===== src/rtl/adxl_pkg.sv =====
// Shared opcodes, register map, FSM encoding and command table for the ADXL362 sequencer.
package adxl_pkg;

  localparam logic [7:0] ADXL_WR    = 8'h0A;
  localparam logic [7:0] ADXL_RD    = 8'h0B;

  localparam logic [7:0] FILTER_CTL = 8'h2C;
  localparam logic [7:0] POWER_CTL  = 8'h2D;
  localparam logic [7:0] XDATA      = 8'h08;
  localparam logic [7:0] YDATA      = 8'h09;
  localparam logic [7:0] ZDATA      = 8'h0A;

  localparam logic [2:0] IDX_FILTER = 3'd0;
  localparam logic [2:0] IDX_POWER  = 3'd1;
  localparam logic [2:0] IDX_X      = 3'd2;
  localparam logic [2:0] IDX_Y      = 3'd3;
  localparam logic [2:0] IDX_Z      = 3'd4;

  typedef enum logic [2:0] {
    ST_BOOT_WAIT   = 3'd0,
    ST_ISSUE       = 3'd1,
    ST_WAIT_READY  = 3'd2,
    ST_GAP         = 3'd3,
    ST_SAMPLE_WAIT = 3'd4,
    ST_IDLE        = 3'd5,
    ST_RECOVER     = 3'd6
  } adxl_state_e;

  typedef struct packed {
    logic [7:0] opcode;
    logic [7:0] addr;
    logic [7:0] data;
  } adxl_cmd_t;

  // Command table: two config writes followed by the three axis reads.
  function automatic adxl_cmd_t cmd_lookup(input logic [2:0] idx,
                                           input logic [7:0] filter_cfg,
                                           input logic [7:0] power_cfg);
    adxl_cmd_t c;
    c = '{opcode: ADXL_RD, addr: XDATA, data: 8'h00};
    case (idx)
      IDX_FILTER: c = '{opcode: ADXL_WR, addr: FILTER_CTL, data: filter_cfg};
      IDX_POWER:  c = '{opcode: ADXL_WR, addr: POWER_CTL,  data: power_cfg};
      IDX_X:      c = '{opcode: ADXL_RD, addr: XDATA,      data: 8'h00};
      IDX_Y:      c = '{opcode: ADXL_RD, addr: YDATA,      data: 8'h00};
      IDX_Z:      c = '{opcode: ADXL_RD, addr: ZDATA,      data: 8'h00};
      default:    c = '{opcode: ADXL_RD, addr: XDATA,      data: 8'h00};
    endcase
    return c;
  endfunction

endpackage


===== src/rtl/adxl_command_sequencer_if.sv =====
// Command port between the sequencer (master) and SPI_controller (slave).
interface adxl_command_sequencer_if;
  logic        start_command;
  logic [23:0] COMMAND;
  logic        ADXL_OUT_ready;
  logic [23:0] c_ADXL_OUT;

  modport master (output start_command, COMMAND, input ADXL_OUT_ready, c_ADXL_OUT);
  modport slave  (input start_command, COMMAND, output ADXL_OUT_ready, c_ADXL_OUT);
endinterface


===== src/rtl/cycle_timer.sv =====
// Saturating up-counter; load sets the count to 1 so done marks the limit-th cycle since load.
module cycle_timer #(
  parameter  int unsigned MAX_CYCLES = 16,
  localparam int unsigned W          = $clog2(MAX_CYCLES + 1)
) (
  input  logic         clk,
  input  logic         reset,
  input  logic         load,
  input  logic [W-1:0] limit,
  output logic         done_c
);

  logic [W-1:0] cnt_q, cnt_d;

  always_comb begin
    cnt_d = cnt_q;
    if (load) begin
      cnt_d = W'(1);
    end else if (cnt_q < limit) begin
      cnt_d = cnt_q + W'(1);
    end
  end

  always_ff @(posedge clk) begin
    if (reset) begin
      cnt_q <= '0;
    end else begin
      cnt_q <= cnt_d;
    end
  end

  assign done_c = (cnt_q >= limit);

endmodule


===== src/rtl/adxl_command_sequencer.sv =====
// Boots, configures and periodically samples an ADXL362 through SPI_controller's command port.
module adxl_command_sequencer
  import adxl_pkg::*;
#(
  parameter int unsigned BOOT_CYCLES    = 500000,
  parameter int unsigned GAP_CYCLES     = 16,
  parameter int unsigned SAMPLE_CYCLES  = 1000000,
  parameter int unsigned TIMEOUT_CYCLES = 4096,
  parameter logic [7:0]  FILTER_CFG     = 8'h13,
  parameter logic [7:0]  POWER_CFG      = 8'h02
) (
  input  logic                       clk,
  input  logic                       reset,
  input  logic                       enable,
  adxl_command_sequencer_if.master   spi,
  output logic [7:0]                 x_data,
  output logic [7:0]                 y_data,
  output logic [7:0]                 z_data,
  output logic                       sample_valid,
  output logic                       init_done,
  output logic                       timeout_err
);

  localparam int unsigned GEN_MAX = (BOOT_CYCLES > GAP_CYCLES) ? BOOT_CYCLES : GAP_CYCLES;
  localparam int unsigned GEN_W   = $clog2(GEN_MAX + 1);
  localparam int unsigned FRAME_W = $clog2(SAMPLE_CYCLES + 1);
  localparam int unsigned TO_W    = $clog2(TIMEOUT_CYCLES + 1);

  adxl_state_e state_q, state_d;
  logic [2:0]  idx_q, idx_d;
  logic [23:0] command_q, command_d;
  logic        start_command_q, start_command_d;
  logic [7:0]  x_q, x_d, y_q, y_d, z_q, z_d;
  logic        sample_valid_q, sample_valid_d;
  logic        init_done_q, init_done_d;
  logic        timeout_err_q, timeout_err_d;

  logic        gen_done, frame_done, to_done;
  logic        issue_entry, gen_load, frame_load, to_load;
  logic [GEN_W-1:0] gen_limit;
  logic        unused_rdata_hi;

  assign unused_rdata_hi = ^spi.c_ADXL_OUT[23:8];

  // Boot delay and inter-command gap share one timer.
  assign gen_limit = (state_q == ST_BOOT_WAIT) ? GEN_W'(BOOT_CYCLES) : GEN_W'(GAP_CYCLES);

  cycle_timer #(.MAX_CYCLES(GEN_MAX)) u_gen_timer (
    .clk(clk), .reset(reset), .load(gen_load), .limit(gen_limit), .done_c(gen_done)
  );

  cycle_timer #(.MAX_CYCLES(SAMPLE_CYCLES)) u_frame_timer (
    .clk(clk), .reset(reset), .load(frame_load), .limit(FRAME_W'(SAMPLE_CYCLES)),
    .done_c(frame_done)
  );

  // Timeout timer also paces the RECOVER drain window.
  cycle_timer #(.MAX_CYCLES(TIMEOUT_CYCLES)) u_to_timer (
    .clk(clk), .reset(reset), .load(to_load), .limit(TO_W'(TIMEOUT_CYCLES)), .done_c(to_done)
  );

  always_comb begin
    state_d         = state_q;
    idx_d           = idx_q;
    command_d       = command_q;
    start_command_d = 1'b0;
    x_d             = x_q;
    y_d             = y_q;
    z_d             = z_q;
    sample_valid_d  = 1'b0;
    init_done_d     = init_done_q;
    timeout_err_d   = timeout_err_q;

    case (state_q)
      ST_BOOT_WAIT: begin
        if (gen_done && enable) begin
          state_d = ST_ISSUE;
          idx_d   = IDX_FILTER;
        end
      end
      ST_ISSUE: state_d = ST_WAIT_READY;
      ST_WAIT_READY: begin
        // Ready takes priority over a coincident timeout.
        if (spi.ADXL_OUT_ready) begin
          case (idx_q)
            IDX_POWER: init_done_d = 1'b1;
            IDX_X:     x_d = spi.c_ADXL_OUT[7:0];
            IDX_Y:     y_d = spi.c_ADXL_OUT[7:0];
            IDX_Z: begin
              z_d            = spi.c_ADXL_OUT[7:0];
              sample_valid_d = 1'b1;
            end
            default: ;
          endcase
          state_d = ST_GAP;
        end else if (to_done) begin
          state_d       = ST_RECOVER;
          timeout_err_d = 1'b1;
          init_done_d   = 1'b0;
        end
      end
      ST_GAP: begin
        if (gen_done) begin
          if (idx_q != IDX_Z) begin
            state_d = ST_ISSUE;
            idx_d   = idx_q + 3'd1;
          end else if (!frame_done) begin
            state_d = ST_SAMPLE_WAIT;
          end else if (enable) begin
            state_d = ST_ISSUE;
            idx_d   = IDX_X;
          end else begin
            state_d = ST_IDLE;
          end
        end
      end
      ST_SAMPLE_WAIT: begin
        if (frame_done) begin
          if (enable) begin
            state_d = ST_ISSUE;
            idx_d   = IDX_X;
          end else begin
            state_d = ST_IDLE;
          end
        end
      end
      ST_IDLE: begin
        if (enable) begin
          state_d = ST_ISSUE;
          idx_d   = init_done_q ? IDX_X : IDX_FILTER;
        end
      end
      ST_RECOVER: begin
        if (to_done) begin
          state_d = ST_ISSUE;
          idx_d   = IDX_FILTER;
        end
      end
      default: state_d = ST_BOOT_WAIT;
    endcase

    issue_entry = (state_d == ST_ISSUE) && (state_q != ST_ISSUE);
    if (issue_entry) begin
      start_command_d = 1'b1;
      command_d       = cmd_lookup(idx_d, FILTER_CFG, POWER_CFG);
    end

    gen_load   = (state_d == ST_GAP) && (state_q != ST_GAP);
    frame_load = issue_entry && (idx_d == IDX_X);
    to_load    = issue_entry || ((state_d == ST_RECOVER) && (state_q != ST_RECOVER));
  end

  always_ff @(posedge clk) begin
    if (reset) begin
      state_q         <= ST_BOOT_WAIT;
      idx_q           <= IDX_FILTER;
      command_q       <= '0;
      start_command_q <= 1'b0;
      x_q             <= '0;
      y_q             <= '0;
      z_q             <= '0;
      sample_valid_q  <= 1'b0;
      init_done_q     <= 1'b0;
      timeout_err_q   <= 1'b0;
    end else begin
      state_q         <= state_d;
      idx_q           <= idx_d;
      command_q       <= command_d;
      start_command_q <= start_command_d;
      x_q             <= x_d;
      y_q             <= y_d;
      z_q             <= z_d;
      sample_valid_q  <= sample_valid_d;
      init_done_q     <= init_done_d;
      timeout_err_q   <= timeout_err_d;
    end
  end

  assign spi.start_command = start_command_q;
  assign spi.COMMAND       = command_q;
  assign x_data            = x_q;
  assign y_data            = y_q;
  assign z_data            = z_q;
  assign sample_valid      = sample_valid_q;
  assign init_done         = init_done_q;
  assign timeout_err       = timeout_err_q;

endmodule


===== src/flat_wrapper.sv =====
// flat-port wrapper written by rule: the top's interface ports become plain ports
module adxl_command_sequencer_flat import adxl_pkg::*;
#(
  parameter int unsigned BOOT_CYCLES    = 500000,
  parameter int unsigned GAP_CYCLES     = 16,
  parameter int unsigned SAMPLE_CYCLES  = 1000000,
  parameter int unsigned TIMEOUT_CYCLES = 4096,
  parameter logic [7:0]  FILTER_CFG     = 8'h13,
  parameter logic [7:0]  POWER_CFG      = 8'h02
)
  (clk, reset, enable, x_data, y_data, z_data, sample_valid, init_done, timeout_err, spi_start_command, spi_COMMAND, spi_ADXL_OUT_ready, spi_c_ADXL_OUT);
  adxl_command_sequencer_if spi_i ();
  input  logic clk;
  input  logic reset;
  input  logic enable;
  output logic [7:0] x_data;
  output logic [7:0] y_data;
  output logic [7:0] z_data;
  output logic sample_valid;
  output logic init_done;
  output logic timeout_err;
  output wire logic [$bits(spi_i.start_command)-1:0] spi_start_command;
  output wire logic [$bits(spi_i.COMMAND)-1:0] spi_COMMAND;
  input wire logic [$bits(spi_i.ADXL_OUT_ready)-1:0] spi_ADXL_OUT_ready;
  input wire logic [$bits(spi_i.c_ADXL_OUT)-1:0] spi_c_ADXL_OUT;
  assign spi_start_command = spi_i.start_command;
  assign spi_COMMAND = spi_i.COMMAND;
  assign spi_i.ADXL_OUT_ready = spi_ADXL_OUT_ready;
  assign spi_i.c_ADXL_OUT = spi_c_ADXL_OUT;
  adxl_command_sequencer #(.BOOT_CYCLES(BOOT_CYCLES), .GAP_CYCLES(GAP_CYCLES), .SAMPLE_CYCLES(SAMPLE_CYCLES), .TIMEOUT_CYCLES(TIMEOUT_CYCLES), .FILTER_CFG(FILTER_CFG), .POWER_CFG(POWER_CFG)) u_core (.clk(clk), .reset(reset), .enable(enable), .spi(spi_i), .x_data(x_data), .y_data(y_data), .z_data(z_data), .sample_valid(sample_valid), .init_done(init_done), .timeout_err(timeout_err));
endmodule

===== config.mk =====
export PLATFORM = sky130hd
export DESIGN_NAME = adxl_command_sequencer_flat
export DESIGN_NICKNAME = d
export VERILOG_FILES = /design/src/rtl/adxl_pkg.sv /design/src/rtl/adxl_command_sequencer_if.sv /design/src/rtl/cycle_timer.sv /design/src/rtl/adxl_command_sequencer.sv /design/src/flat_wrapper.sv
export SDC_FILE = /design/constraint.sdc
export NUM_CORES = 1
export LEC_CHECK = 0
export CAP_MARGIN = 30
export CORE_MARGIN = 2
export CORE_UTILIZATION = 40
export CTS_CLUSTER_SIZE = 30
export DETAILED_ROUTE_END_ITERATION = 8
export GPL_TIMING_DRIVEN = 0
export PLACE_DENSITY = 0.66
export SYNTH_ARGS = -nofsm -noshare
export SYNTH_HDL_FRONTEND = slang
export SYNTH_SLANG_ARGS = --single-unit

===== constraint.sdc =====
create_clock -name clk -period 7.79 [get_ports clk]
set_input_delay 1.558 -clock clk [delete_from_list [all_inputs] [get_ports clk]]
set_output_delay 1.558 -clock clk [all_outputs]
set_load 0.03 [all_outputs]

==> results of run 1 <==
-- placed cells by master, fill, tap and decap left out, drive strengths merged, types with 10 or more instances in the layout --
cell type / instances
buf: 23
clkdlybuf4s50: 50
and3: 10
clkbuf: 22
a21oi: 32
nor3: 11
conb: 13
dfxtp: 92
xnor2: 30
ha: 19
xor2: 16
inv: 27
nand3: 32
nand2: 56
nor2: 86
-- worst max-delay path: stages (launching register included) --
cell      delay [ps]
dfxtp_1          360
clkbuf_1         220
or3_2            600
ha_1             380
nand3_2          130
or4_4            500
or3_4            380
a21oi_1          280
o221ai_2         240
o31ai_4          490
buf_2            300
nor2_1            70
-- flip-flops by register name, summed over array words and instances (netlist names) --
register and cells:
u_core.timeout_err 1, u_core.idx_q 3, u_core.y_data 8, u_core.z_data 8, u_core.sample_valid 1, u_core.u_gen_timer.cnt_q 19
u_core.u_frame_timer.cnt_q 20, u_core.spi.COMMAND 6, u_core.u_to_timer.cnt_q 13, u_core.spi.start_command 1, u_core.x_data 8, u_core.init_done 1
u_core.state_q 3
-- final cells by class --
class                   count  area (um^2)
clock buffers              10        229.0
multi-input cells         403         2456
fillers                  1107         5668
well taps                 143        178.9
plain buffers              35        255.2
repair buffers             50        500.5
flip-flops and latches     92         1842
inverters                  26        97.59
clock inverters             6        93.84
-- power breakdown --
group | internal, uW | total (uW) | switching (uW)
logic | 18.0 | 44.7 | 26.7
clock network | 284 | 470 | 186
registers | 474 | 479 | 4.51
total | 777 | 993 | 217
-- final timing paths --
kind	start	end	depth (start not counted)
max	u_core.state_q[0]	u_core.u_frame_timer.cnt_q[19]	11
min	u_core.timeout_err	u_core.timeout_err	2
max reg2reg	u_core.state_q[0]	u_core.u_frame_timer.cnt_q[19]	11
min reg2reg	u_core.timeout_err	u_core.timeout_err	2
-- layer usage --
layer	GRT usage, %	vias up	part of all wire (%)
li1	-	1983	-
met1	20.85	1781	47
met2	27.64	69	47
met3	3.335	9	4.2
met4	4.033	0	1.1
met5	0	-	0
-- metrics by stage --
stage,setup WS [ps],instances
after global placement,3744,749
after floorplan,4255,556
final,3712,765
after global routing,3490,765
after detailed placement,3742,749
after CTS,3704,765
-- cell families (layout without fill, tap and decap cells) --
group | count (synthesis) | count (layout) | synth area share [%]
AOI/OAI and AO/OA | 79 | 79 | 12.36
xor gates and xnor gates | 46 | 46 | 8.747
adders and majority gates | 19 | 19 | 5.162
buffers and inverters | 61 | 127 | 7.661
DFF | 92 | 92 | 39.99
muxes | 9 | 9 | 1.956
other | 1 | 13 | 0.08142
and+or+nand+nor | 237 | 237 | 24.04
==> flow_summary.yaml, run 1 <==
placed_design:
  placed_cell_area_um2: 5330
  numPortBuffers: 50
  gp_routability_congestion: 0.9082
  dp_hpwl_um: 7414
worst_hold_path:
  hold_path_class: "reg2reg"
synthesis:
  synthArstFlopShare_pct: 0
  ys_seq_area_share_pct: 39.99
  ys.flop_type: "dfxtp_1"
  yosys_warnings: 0
  ys_types: 65
  yosysMostFrequentCell: "dfxtp_1"
  avgSynthCellArea_um2: 8.466
  synth_common_cells: "dfxtp_1 (92), nor2_1 (86), nand2_1 (56), nand3_1 (31)"
  synthesis.area_um2: 4606
  synth_edf_count: 0
  ys_ff_latch: 92
  synth_top_cell_by_area: "dfxtp_1"
  synth_top_area_share_pct: 39.99
  synthCells: 544
  ys_top_cells_by_area: "dfxtp_1 (40%), nor2_1 (7.0%), xnor2_1 (5.7%)"
clock_network:
  ctsRootBufferMaster: "clkbuf_16"
  numCtsBuffers: 9
  clk_path_buf_depth: 2
  clk_latency_ps: 340
  holdBufCountCts: 0
  post-cts-setup-buffers: 0
  clock_sinks: 92
  cts_resized: 0
  path_clk_slew_ps: 70
  cts_tree: "done"
  htreeDepth: 3
final_layout:
  nets: 664
  syn_to_final_growth_pct: 22.74
  drive_above_1_share_pct: 9.164
  diodes: 0
  final_core_util_pct: 49.93
  postLayoutCellArea_um2: 5653
floorplanning:
  ioPinCount: 80
  num_rows: 39
  core_um2: 11320
  initial_utilization_pct: 40.68
  die_h_um: 111.3
  die_area_um2: 12390
  die_w_um: 111.3
run_status:
  status: "finished, final reports clean"
timing:
  setup_tns_ps: 0
  whs_ps: 449.5
  setup_violations: 0
  finalHoldViolCount: 0
  slew_viol_final: 0
  fin_skew_ps: 10.73
  period_minus_slack_ps: 4078
  max_freq_ghz: 0.2452
  rsz0062_at_grt: "false"
  tightest_slew_ps: 828.7
  period_share_pct: 52.35
  relSlewSlack_pct: 43.97
setup_path:
  reg2reg_slack_ps: 3710
  critPathKind: "reg2reg"
  cp_max_fo: 10
  worstSetupEndpointType: "flip-flop"
  worst_ep_required_time_ps: 8010
  crit_path_start_kind: "flip-flop"
  cp.arrival_ps: 4290
power:
  power_density_nw_per_um2: 175.7
  p_leak_uw: 0.002163
  peakVddDrop_uv: 141.2
  total_power_uw: 993.3
global_routing:
  grt_pass1_vias: 3619
  grt_max_degree: 17
  grt_usage_pct: 16.12
  antenna_found_initial: 0
  grt_pass1_wl_um: 16730
  overflow: 0
detailed_routing:
  drc: 0
  vias: 3842
  wl_um: 9836
  drt_iter0_drc: 176
  via_per_inst: 5.022
  first_pass_iters: 4
  wl_per_cell_um: 12.86
  ant_nets: 0
run:
  cap_violations: 0
Power figures use the tool's default switching activity.
==> inputs of run 2 (changes only) <==
==> constraint.sdc (replaced) <==
create_clock -name clk -period 3.8 [get_ports clk]
set_input_delay 0.76 -clock clk [delete_from_list [all_inputs] [get_ports clk]]
set_output_delay 0.76 -clock clk [all_outputs]
set_load 0.03 [all_outputs]
==> run 2 against run 1 <==
Core utilization rose by 0.42 points. First-iteration DRC count rose by 8.0%. Cell count rose by 0.52%. Register-to-register slack got worse by 3500 ps. Design area rose by 0.84%. Global-route usage rose by 0.081 points. Critical path depth did not move. Critical path type unchanged. Largest cell class unchanged.
==> flow_summary.yaml, run 2 (synthesis results as in run 1) <==
setup_path:
  worst_ep_required_time_ps: 4070
  cp_max_fo: 11
  worstSetupEndpointType: "flip-flop"
  critPathKind: "reg2reg"
  path_cells: "or3_4, ha_1, nand3_2, or4_4, or3_4, a211o_1, a221oi_4, buf_4, o31ai_4, buf_2, nor2_1"
  cp.arrival_ps: 3810
  cpMaxStageDelayCell: "or4_4"
  crit_path_frequent_cell: "or3_4"
  slowest_delay_ps: 500
  crit_path_start_kind: "flip-flop"
final_layout:
  top_regs: "u_core.u_frame_timer.cnt_q (20), u_core.u_gen_timer.cnt_q (19), u_core.u_to_timer.cnt_q (13)"
  final_cell_mix: "dfxtp_1 (92), nor2_1 (86), nand2_1 (56)"
  final_common_cell: "dfxtp_1"
  final_cells: 769
  nets: 668
  regMostFlops: "u_core.u_frame_timer.cnt_q"
  drive_above_1_share_pct: 10.22
  largest_register_ffs: 20
  syn_to_final_growth_pct: 23.77
  diodes: 0
floorplanning:
  core_um2: 11320
  initial_utilization_pct: 40.68
  num_rows: 39
  die_w_um: 111.3
  die_area_um2: 12390
  ioPinCount: 80
  die_h_um: 111.3
detailed_routing:
  first_pass_iters: 4
  drc: 0
  vias: 3860
  wl_um: 9944
  wl_per_cell_um: 12.93
  via_per_inst: 5.020
  drt_iter0_drc: 190
  ant_nets: 0
timing:
  worst_slack_ps: 259.7
  rsz0062_at_grt: "false"
  relSlewSlack_pct: 43.58
  max_freq_ghz: 0.2825
  setup_violations: 0
  slew_viol_final: 0
  finalHoldViolCount: 0
  fin_skew_ps: 10.83
  tightest_slew_ps: 834.5
  period_minus_slack_ps: 3540
  period_share_pct: 93.17
worst_hold_path:
  hold_path_class: "reg2reg"
clock_network:
  path_clk_slew_ps: 70
  cts_tree: "done"
  htreeDepth: 3
  clock_sinks: 92
  clk_path_buf_depth: 2
  holdBufCountCts: 0
  ctsRootBufferMaster: "clkbuf_16"
  clk_latency_ps: 340
  numCtsBuffers: 9
placed_design:
  dp_cells: 749
  numPortBuffers: 50
  gp_routability_congestion: 0.9082
  dp_hpwl_um: 7414
  pre_cts_ws_ps: -248.0
run:
  cap_violations: 0
power:
  power_density_nw_per_um2: 357.9
  p_leak_uw: 0.002188
  peakVddDrop_uv: 290.0
global_routing:
  grt_pass1_wl_um: 16810
  grt_usage_pct: 16.20
  antenna_found_initial: 0
  grt_max_degree: 17
  overflow: 0
  grt_pass1_vias: 3630
run_status:
  status: "finished, final reports clean"
## run 2: cell count changes in the layout (fill, tap and decap cells not counted)
cell and delta:
or3_4 +1, buf_2 -1, clkbuf_4 +1, a21oi_1 -1, a21oi_2 +1, buf_4 +6, or3_2 -1, clkbuf_1 -2
## run 2: worst paths after layout
path | start | to | slack [ps] | cells after the start
worst max-delay path | u_core.state_q[1] | u_core.u_frame_timer.cnt_q[19] | 260 | 11
worst max register to register | u_core.state_q[1] | u_core.u_frame_timer.cnt_q[19] | 260 | 11
worst min register to register | u_core.timeout_err | u_core.timeout_err | 450 | 2
worst min-delay path | u_core.timeout_err | u_core.timeout_err | 450 | 2
## run 2: stage by stage
step	util, %	area (um^2)	TNS (ps)	hold slack, ps	power (uW)
floorplan	-	4651	0	436.9	1066
global placement	47.08	5330	-2488	437.8	1093
detailed placement	47.08	5330	-2605	443.4	1095
CTS	50.03	5664	0	454.2	2061
global route	50.35	5700	0	464.2	2107
finish	50.35	5700	0	449.5	2040
## run 2: area by class of cell
cell class	count	area [um^2]
sequential	92	1842
clock inverter	6	93.84
fill	1115	5620
buffer	33	250.2
clock buffer	10	229.0
tap	143	178.9
inverter	26	97.59
timing repair buffer	56	545.5
multi-input combinational	403	2464
## run 2: metal layers
layer | GRT usage [%] | wire length, um | vias to the layer above
li1 | - | - | 1981
met1 | 20.91 | 4558 | 1785
met2 | 27.85 | 4756 | 86
met3 | 3.335 | 515 | 8
met4 | 4.033 | 114 | 0
met5 | 0 | 0 | -
## run 2: repair_timing
item / 4_1_cts / 5_1_grt
setup endpoints to repair: 32 / 34
pin swaps: 2 / 2
gates resized for setup: 1 / 2
buffers inserted: 1 / 5
## run 2: power by group
| part | switching [uW] | internal [uW] |
|---|---|---|
| registers | 9.28 | 972 |
| clock network | 383 | 583 |
| logic | 55.0 | 37.8 |
| total | 448 | 1590 |
## run 2: critical path, delay by kind of cell, from the launching register on
| kind | cells | cell delay (ps) |
|---|---|---|
| fa+ha+maj | 1 | 340 |
| flops | 1 | 410 |
| simple gates | 5 | 1620 |
| buf+inv | 2 | 390 |
| compound gates | 3 | 700 |
==> inputs of run 3 (changes only) <==
==> constraint.sdc (replaced) <==
create_clock -name clk -period 3.82 [get_ports clk]
set_input_delay 0.764 -clock clk [delete_from_list [all_inputs] [get_ports clk]]
set_output_delay 0.764 -clock clk [all_outputs]
set_load 0.03 [all_outputs]
==> run 3 against run 2 <==
Count of clock-buffer cells in the layout is the same. Register-to-register slack gained 20 ps. Combinational power shrank 0.8%. Global-route usage is the same. Setup slack gained 16 ps. Design area is essentially flat. Maximum frequency shrank 0.12%. Cell count is the same. Largest cell class unchanged. Highest routed layer unchanged.
==> flow_summary.yaml, run 3 (synthesis results as in run 1) <==
run_status:
  status: "finished, final reports clean"
floorplanning:
  ioPinCount: 80
  die_h_um: 111.3
  die_area_um2: 12390
  initial_utilization_pct: 40.68
  die_w_um: 111.3
  num_rows: 39
  core_um2: 11320
setup_path:
  r2r-start: "u_core.state_q[1]"
  reg2reg_depth: 11
  worst_ep_required_time_ps: 4090
  crit_path_start_kind: "flip-flop"
  r2r_end: "u_core.u_frame_timer.cnt_q[19]"
  critPathKind: "reg2reg"
  cp_max_fo: 11
  reg2reg_slack_ps: 280
  cp.arrival_ps: 3810
  worstSetupEndpointType: "flip-flop"
  slowest_delay_ps: 500
  path_cells: "or3_4, ha_1, nand3_2, or4_4, or3_4, a211o_1, a221oi_4, buf_4, o31ai_4, buf_2, nor2_1"
  crit_path_frequent_cell: "or3_4"
  cpMaxStageDelayCell: "or4_4"
final_layout:
  final_cell_mix: "dfxtp_1 (92), nor2_1 (86), nand2_1 (56)"
  nets: 668
  seqCellArea_um2: 1842
  drive_above_1_share_pct: 10.22
  n_fill_cell: 1114
  regMostFlops: "u_core.u_frame_timer.cnt_q"
  largest_register_ffs: 20
  syn_to_final_growth_pct: 23.72
  final_common_cell: "dfxtp_1"
  top_regs: "u_core.u_frame_timer.cnt_q (20), u_core.u_gen_timer.cnt_q (19), u_core.u_to_timer.cnt_q (13)"
  diodes: 0
  multiInputGateArea_um2: 2464
clock_network:
  htreeDepth: 3
  cts_tree: "done"
  ctsRootBufferMaster: "clkbuf_16"
  holdBufCountCts: 0
  clk_path_buf_depth: 2
  path_clk_slew_ps: 70
  numCtsBuffers: 9
  clk_latency_ps: 340
  clock_sinks: 92
placed_design:
  numPortBuffers: 50
  gp_routability_congestion: 0.9082
  dp_hpwl_um: 7414
power:
  peakVddDrop_uv: 287.0
  total_power_uw: 2028
  power_density_nw_per_um2: 355.9
  p_leak_uw: 0.002187
global_routing:
  grt_pass1_vias: 3630
  grt_pass1_wl_um: 16810
  overflow: 0
  antenna_found_initial: 0
  grt_usage_pct: 16.20
  grt_max_degree: 17
detailed_routing:
  vias: 3849
  via_per_inst: 5.005
  wl_um: 9927
  wl_per_cell_um: 12.91
  first_pass_iters: 4
  ant_nets: 0
  drt_iter0_drc: 194
  drc: 0
timing:
  relSlewSlack_pct: 43.53
  tightest_slew_ps: 835.3
  slew_viol_final: 0
  fin_skew_ps: 11.39
  period_minus_slack_ps: 3544
  setup_tns_ps: 0
  rsz0062_at_grt: "false"
  period_share_pct: 92.79
  finalHoldViolCount: 0
  max_freq_ghz: 0.2821
  setup_violations: 0
worst_hold_path:
  hold_path_class: "reg2reg"
  hold_end: "u_core.timeout_err"
  whs_path_depth: 2
  hold_start: "u_core.timeout_err"
run:
  cap_violations: 0
run 3: changes by cell type in the layout (fill, tap and decap cells not counted):
cell,previous run,this run
clkbuf_4,1,0
buf_2,1,2
run 3: area by class of cell:
| cell class | instances | share of cell area, % |
|---|---|---|
| Clock buffer | 10 | 4.018 |
| Multi-Input combinational cell | 403 | 43.24 |
| Inverter | 26 | 1.713 |
| Clock inverter | 6 | 1.647 |
| Buffer | 33 | 4.348 |
| Tap cell | 143 | 3.140 |
| Sequential cell | 92 | 32.32 |
| Timing Repair Buffer | 56 | 9.574 |
run 3: stage by stage:
| step | instances | hold WS, ps | setup slack, ps | utilization (%) | instance area (um^2) |
|---|---|---|---|---|---|
| CTS | 766 | 454.2 | 67.60 | 50.03 | 5664 |
| detailed placement | 749 | 443.4 | -228.0 | 47.08 | 5330 |
| global placement | 749 | 437.8 | -226.3 | 47.08 | 5330 |
| floorplan | 556 | 436.9 | 284.9 | - | 4651 |
| global route | 769 | 464.2 | 84.69 | 50.33 | 5698 |
| finish | 769 | 449.5 | 275.5 | 50.33 | 5698 |
run 3: worst max-delay path by stage:
stage,to,slack [ps],cells past startpoint,from
detailed placement,u_core.u_frame_timer.cnt_q[10],-230,11,u_core.state_q[1]
floorplan,u_core.spi.COMMAND[4],280,10,u_core.state_q[1]
global route,u_core.spi.COMMAND[9],80,10,u_core.state_q[1]
global placement,u_core.u_frame_timer.cnt_q[12],-230,11,u_core.state_q[0]
CTS,u_core.spi.COMMAND[4],70,10,u_core.state_q[0]
finish,u_core.u_frame_timer.cnt_q[19],280,11,u_core.state_q[1]
run 3: power by group:
group | internal, uW | switching, uW
clock | 579 | 379
sequential | 967 | 9.24
combinational | 37.3 | 54.8
total | 1580 | 444
run 3: metal layers:
layer  GRT usage [%]  up-vias  wire length, um
met1           20.91     1781             4692
met3           3.335       10              403
met2           27.85       76             4710
met5               0        -                0
li1                -     1982                -
met4           4.033        0              121
run 3: what timing repair did:
action                                 in CTS  in global routing
pin swaps                                   2                  2
setup endpoints to repair                  22                 29
endpoints found under the hold margin       0                  0
resized for setup                           1                  1
setup buffers                               1                  5
run 3: worst max-delay path: cells and delay by family (launching register included):
kind | cells | cell delay [ps]
flip-flops | 1 | 410
buffers and inverters | 2 | 390
adder cells (fa/ha/maj) | 1 | 340
AO/OA/AOI/OAI | 3 | 700
AND/OR/NAND/NOR | 5 | 1620
